`src/rtl/fft_butterfly_r2.sv`:
```
// Pipelined radix-2 DIT butterfly on signed Q1.(WIDTH-1) complex samples: X = a + W*b, Y = a - W*b.
// Registered inputs, product stage, rounding stage and saturating output stage give a latency of 3 edges.
module fft_butterfly_r2 #(
   parameter int WIDTH = 16,
   parameter int SCALE = 0
) (
   input  logic                    clk,
   input  logic                    rst,
   input  logic                    in_valid,
   input  logic signed [WIDTH-1:0] a_re,
   input  logic signed [WIDTH-1:0] a_im,
   input  logic signed [WIDTH-1:0] b_re,
   input  logic signed [WIDTH-1:0] b_im,
   input  logic signed [WIDTH-1:0] w_re,
   input  logic signed [WIDTH-1:0] w_im,
   output logic                    out_valid,
   output logic signed [WIDTH-1:0] x_re,
   output logic signed [WIDTH-1:0] x_im,
   output logic signed [WIDTH-1:0] y_re,
   output logic signed [WIDTH-1:0] y_im,
   output logic                    ovf
);

   localparam int MW = 2 * WIDTH;
   localparam int PW = 2 * WIDTH + 1;
   localparam int W2 = WIDTH + 2;
   localparam int W3 = WIDTH + 3;
   localparam logic signed [PW-1:0] RND  = PW'(64'd1 << (WIDTH - 2));
   localparam logic signed [W3-1:0] SMAX = W3'((64'sd1 <<< (WIDTH - 1)) - 64'sd1);
   localparam logic signed [W3-1:0] SMIN = ~SMAX;
   localparam logic signed [W3-1:0] ONE  = W3'(1);

   logic signed [WIDTH-1:0] r_a0_re, r_a0_im, r_b0_re, r_b0_im, r_w0_re, r_w0_im;
   logic                    r_v0;
   logic signed [MW-1:0]    r_m_rr, r_m_ii, r_m_ri, r_m_ir;
   logic signed [WIDTH-1:0] r_a1_re, r_a1_im;
   logic                    r_v1;
   logic signed [W2-1:0]    r_p_re, r_p_im;
   logic signed [WIDTH-1:0] r_a2_re, r_a2_im;
   logic                    r_v2;
   logic signed [WIDTH-1:0] r_o [4];
   logic                    r_ovf;
   logic                    r_v3;

   logic signed [PW-1:0]    w_p_re, w_p_im;
   logic signed [W3-1:0]    w_sum [4];
   logic signed [W3-1:0]    w_scl [4];
   logic signed [WIDTH-1:0] w_sat [4];
   logic [3:0]              w_ovf_lane;

   always_ff @(posedge clk or posedge rst) begin
      if (rst) begin
         r_a0_re <= '0; r_a0_im <= '0;
         r_b0_re <= '0; r_b0_im <= '0;
         r_w0_re <= '0; r_w0_im <= '0;
         r_v0    <= 1'b0;
      end else begin
         r_a0_re <= a_re; r_a0_im <= a_im;
         r_b0_re <= b_re; r_b0_im <= b_im;
         r_w0_re <= w_re; r_w0_im <= w_im;
         r_v0    <= in_valid;
      end
   end

   always_ff @(posedge clk or posedge rst) begin
      if (rst) begin
         r_m_rr  <= '0; r_m_ii <= '0; r_m_ri <= '0; r_m_ir <= '0;
         r_a1_re <= '0; r_a1_im <= '0;
         r_v1    <= 1'b0;
      end else begin
         r_m_rr  <= MW'(r_b0_re) * MW'(r_w0_re);
         r_m_ii  <= MW'(r_b0_im) * MW'(r_w0_im);
         r_m_ri  <= MW'(r_b0_re) * MW'(r_w0_im);
         r_m_ir  <= MW'(r_b0_im) * MW'(r_w0_re);
         r_a1_re <= r_a0_re; r_a1_im <= r_a0_im;
         r_v1    <= r_v0;
      end
   end

   assign w_p_re = PW'(r_m_rr) - PW'(r_m_ii);
   assign w_p_im = PW'(r_m_ri) + PW'(r_m_ir);

   // Round half-up back to Q1.(WIDTH-1); two guard bits cover the (-1)*(-1) corners.
   always_ff @(posedge clk or posedge rst) begin
      if (rst) begin
         r_p_re  <= '0; r_p_im  <= '0;
         r_a2_re <= '0; r_a2_im <= '0;
         r_v2    <= 1'b0;
      end else begin
         r_p_re  <= W2'((w_p_re + RND) >>> (WIDTH - 1));
         r_p_im  <= W2'((w_p_im + RND) >>> (WIDTH - 1));
         r_a2_re <= r_a1_re; r_a2_im <= r_a1_im;
         r_v2    <= r_v1;
      end
   end

   // Lanes: 0 = x_re, 1 = x_im, 2 = y_re, 3 = y_im.
   assign w_sum[0] = W3'(r_a2_re) + W3'(r_p_re);
   assign w_sum[1] = W3'(r_a2_im) + W3'(r_p_im);
   assign w_sum[2] = W3'(r_a2_re) - W3'(r_p_re);
   assign w_sum[3] = W3'(r_a2_im) - W3'(r_p_im);

   generate
      for (genvar gi = 0; gi < 4; gi++) begin : g_lane
         if (SCALE != 0) begin : g_scl
            assign w_scl[gi] = (w_sum[gi] + ONE) >>> 1;
         end else begin : g_noscl
            assign w_scl[gi] = w_sum[gi];
         end
         assign w_ovf_lane[gi] = (w_scl[gi] > SMAX) || (w_scl[gi] < SMIN);
         assign w_sat[gi] = (w_scl[gi] > SMAX) ? WIDTH'(SMAX) :
                            (w_scl[gi] < SMIN) ? WIDTH'(SMIN) : WIDTH'(w_scl[gi]);
      end
   endgenerate

   always_ff @(posedge clk or posedge rst) begin
      if (rst) begin
         for (int i = 0; i < 4; i++) r_o[i] <= '0;
         r_ovf <= 1'b0;
         r_v3  <= 1'b0;
      end else begin
         for (int i = 0; i < 4; i++) r_o[i] <= w_sat[i];
         r_ovf <= |w_ovf_lane;
         r_v3  <= r_v2;
      end
   end

   assign x_re      = r_o[0];
   assign x_im      = r_o[1];
   assign y_re      = r_o[2];
   assign y_im      = r_o[3];
   assign ovf       = r_ovf;
   assign out_valid = r_v3;

endmodule

```
`config.mk`:
```
export PLATFORM = sky130hd
export DESIGN_NAME = fft_butterfly_r2
export DESIGN_NICKNAME = d
export VERILOG_FILES = /design/src/rtl/fft_butterfly_r2.sv
export SDC_FILE = /design/constraint.sdc
export NUM_CORES = 2
export LEC_CHECK = 0
export BUFFER_PORTS_ARGS = -buffer_cell sky130_fd_sc_hd__buf_2
export CELL_PAD_IN_SITES_DETAIL_PLACEMENT = 0
export CELL_PAD_IN_SITES_GLOBAL_PLACEMENT = 2
export CORE_UTILIZATION = 30
export DETAILED_ROUTE_END_ITERATION = 7
export GPL_TIMING_DRIVEN = 0
export HOLD_SLACK_MARGIN = 0.05
export PLACE_DENSITY = 0.66
export SLEW_MARGIN = 20
export SYNTH_ARGS = -nofsm -noshare
export SYNTH_HDL_FRONTEND = slang
export SYNTH_SLANG_ARGS = --single-unit
```
`constraint.sdc`:
```
create_clock -name clk -period 14.32 [get_ports clk]
set_clock_uncertainty 0.05 [all_clocks]
set_input_delay 0 -clock clk [delete_from_list [all_inputs] [get_ports clk]]
set_output_delay 0 -clock clk [all_outputs]
set_load 0.02 [all_outputs]
```
==> results.yml <==
status:
  outcome: "finished, violations left"
  violations: "design-rule violations"
synthesis:
  synth-compound-area-share: 0.0654
  synth_xor_area_frac: 0.0359
  netlist_top_cells_area: "fa_1 38%, dfrtp_1 18%, ha_1 12%"
  syn_area_sq_um: 55900
  ys_warn_count: 0
  syn_area_per_cell_sq_um: 9.83
  synthCells: 5692
  async_flop_share: 1.00
  synth_fa_ha_area_frac: 0.493
  synth_top_flop_cell: "dfrtp_1"
  ys_ff_latch: 393
  synth_top_area_share: 0.376
  synth-seq-area-share: 0.176
  synth_edf_count: 0
  syn_nets: 7365
  synth_area_leader_cell: "fa_1"
  synth-simple-area-share: 0.129
  ys_types: 91
  synth.most_common_cell: "inv_1"
  synth_top_family_by_area: "adder cells"
  synth_mux_area_frac: 0.000201
  synth_commonest_cells: "1267 x inv_1, 1052 x fa_1, 556 x nand2_1"
grt:
  grt_antenna_before_repair: 26
  grt_use_total: 0.211
  grt_pass1_vias: 42000
  grt_pass1_wl_um: 284000
  grt_max_degree: 96
  overflow: 0
critical_path:
  arrival_ps: 9030
  critPathLaunchType: "flip-flop"
  path_cells: "clkbuf_1 > nand2_1 > fa_1 > fa_1 > fa_1 > fa_1 > inv_1 > fa_1 > fa_1 > ha_1 > nand2_1 > a2111oi_0 > nor2_1 > o31ai_1 > o2111ai_1 > a31oi_1 > a21boi_0 > o21bai_1 > xor2_1"
  cp_common_cell: "fa_1"
  crit_required_ps: 14870
  startpoint: "r_w0_im[1]$_DFF_PP0_"
  critical_path_class: "flip-flop to flip-flop"
  max_stage_delay_ps: 970
  worstSetupEndpointType: "flip-flop"
  critPathMaxFanout: 10
  crit_slowest_cell: "clkbuf_1"
  r2r-start: "r_w0_im[1]$_DFF_PP0_"
timing:
  tns_ps: 0
  min_period_ps: 8480
  max_freq_mhz: 118
  slew_viol_final: 0
  rsz0062_at_grt: "no"
  setup_violations: 0
  hold_violations: 0
  worst_hold_slack_ps: 295
  tightest_slew_ps: 1340
  period_share: 0.592
  setup_ws_ps: 5840
  slew-limit-headroom: 0.107
layout:
  fin_nets: 7785
  fill_cells: 19200
  multi_input_area_sq_um: 40500
  instances_no_fill: 8647
  regArea_sq_um: 9830
  drive_gt1_frac: 0.0556
  areaGrowthSynthToFinish_pct: 14.3
hold_path:
  hold_path_class: "flip-flop to flip-flop"
  worst_hold_startpoint: "r_a1_re[10]$_DFF_PP0_"
detailed_routing:
  first_iter_violations: 2782
  wl_per_cell_um: 22.4
  ant_nets: 0
  finalWirelength_um: 193000
  vias: 39900
  first_pass_iters: 7
  viasPerCell: 4.62
  drc: 6
clock_network:
  cts_sinks: 393
  insertion_delay_ps: 690
  cts-root-buf: "clkbuf_16"
  cts_buffers: 51
  post_cts_resized: 0
  cts_buffer_depth: 3
  cts_tree: "done"
  htreeDepth: 2
  clkTransAtPathRegs_ps: 60
floorplan:
  die_h_um: 434
  core_area_sq_um: 185000
  die_x_um: 434
  start_util: 0.302
  dieArea_sq_um: 188000
  num_rows: 158
  io_pins: 165
run:
  drv_cap: 0
placement:
  gp_congestion: 0.948
  port_buffers: 164
  pre_cts_ws_ps: 5930
  hpwl_um: 156000
  placed_cells_incl_taps: 8343
-- timing repair --
action	CTS	global route
hold buffers	196	0
buffers inserted	0	0
endpoints found under the hold margin	231	0
-- worst max-delay path: cells and delay by family, from the launching register on --
kind | cells | cell delay (ps)
AOI/OAI and AO/OA | 6 | 2390
DFF | 1 | 780
and+or+nand+nor | 3 | 570
xor gates and xnor gates | 1 | 170
adders and majority gates | 7 | 3390
buffers and inverters | 2 | 1020
-- final timing paths --
kind | endpoint | slack, ps | cells past startpoint
min in group asynchronous | r_a0_im[6]$_DFF_PP0_ | 460 | 4
min | r_a2_re[10]$_DFF_PP0_ | 290 | 0
min reg2reg | r_a2_re[10]$_DFF_PP0_ | 290 | 0
max in group asynchronous | r_p_re[17]$_DFF_PP0_ | 12070 | 7
max | r_m_ri[30]$_DFF_PP0_ | 5840 | 19
max reg2reg | r_m_ri[30]$_DFF_PP0_ | 5840 | 19
-- registers in the layout, summed over array words and instances (netlist names), 18 cells and up --
name	count
r_m_ii	32
r_m_ir	32
r_m_ri	32
r_m_rr	32
r_p_im	18
r_p_re	18
-- through the flow --
| step | cell area (sq um) | util |
|---|---|---|
| floorplan | 55900 | - |
| global placement | 59900 | 0.323 |
| detailed placement | 60100 | 0.324 |
| CTS | 63900 | 0.345 |
| global route | 63900 | 0.345 |
| finish | 63900 | 0.345 |
-- cells in the final DEF (no fill, tap or decap), drive strengths merged, types with 6 or more instances in the layout --
| cell type | n |
|---|---|
| o41ai | 6 |
| a2111oi | 7 |
| nand2 | 556 |
| a21oi | 161 |
| fa | 1052 |
| a21boi | 6 |
| dfrtp | 393 |
| o21ai | 120 |
| nand4 | 9 |
| xor2 | 60 |
| nor2 | 177 |
| o21a | 30 |
| clkbuf | 277 |
| buf | 181 |
| a211o | 12 |
| a211oi | 18 |
| o31ai | 19 |
| inv | 1270 |
| o21bai | 25 |
| dlygate4sd3 | 196 |
| nor3 | 42 |
| bufinv | 9 |
| clkinv | 15 |
| or3 | 19 |
| nor2b | 23 |
| o311ai | 6 |
| a221oi | 7 |
| xnor2 | 169 |
| nand2b | 51 |
| ha | 522 |
| a21o | 62 |
| nand3 | 31 |
| a31oi | 17 |
| and2 | 496 |
| diode | 15 |
| or2 | 10 |
| and3 | 15 |
| o211ai | 9 |
-- cell type report --
cell class | instances | share of cell area
Multi-Input combinational cell | 3809 | 0.633
Sequential cell | 393 | 0.154
Inverter | 1268 | 0.0745
Tap cell | 2480 | 0.0485
Timing Repair Buffer | 367 | 0.0458
Clock buffer | 65 | 0.0222
Buffer | 222 | 0.0142
Clock inverter | 28 | 0.00720
Antenna cell | 15 | 0.000587
-- layer usage --
layer / vias up / track usage / wire [um]
li1: 18000 / - / -
met5: - / 0 / 55
met2: 1173 / 0.323 / 85700
met4: 8 / 0.0537 / 5050
met1: 20600 / 0.306 / 89100
met3: 164 / 0.0371 / 13600
-- kinds of logic (layout without fill, tap and decap cells) --
family                     after synthesis  count (layout)
AOI/OAI and AO/OA                      552             552
xor gates and xnor gates               229             229
adders and majority gates             1574            1574
buffers and inverters                 1490            1950
DFF                                    393             393
muxes                                    1               1
other                                    0              15
and+or+nand+nor                       1453            1453
Power is not shown: default switching activity piles up to over one toggle a cycle in this logic, so the estimate is an artifact.
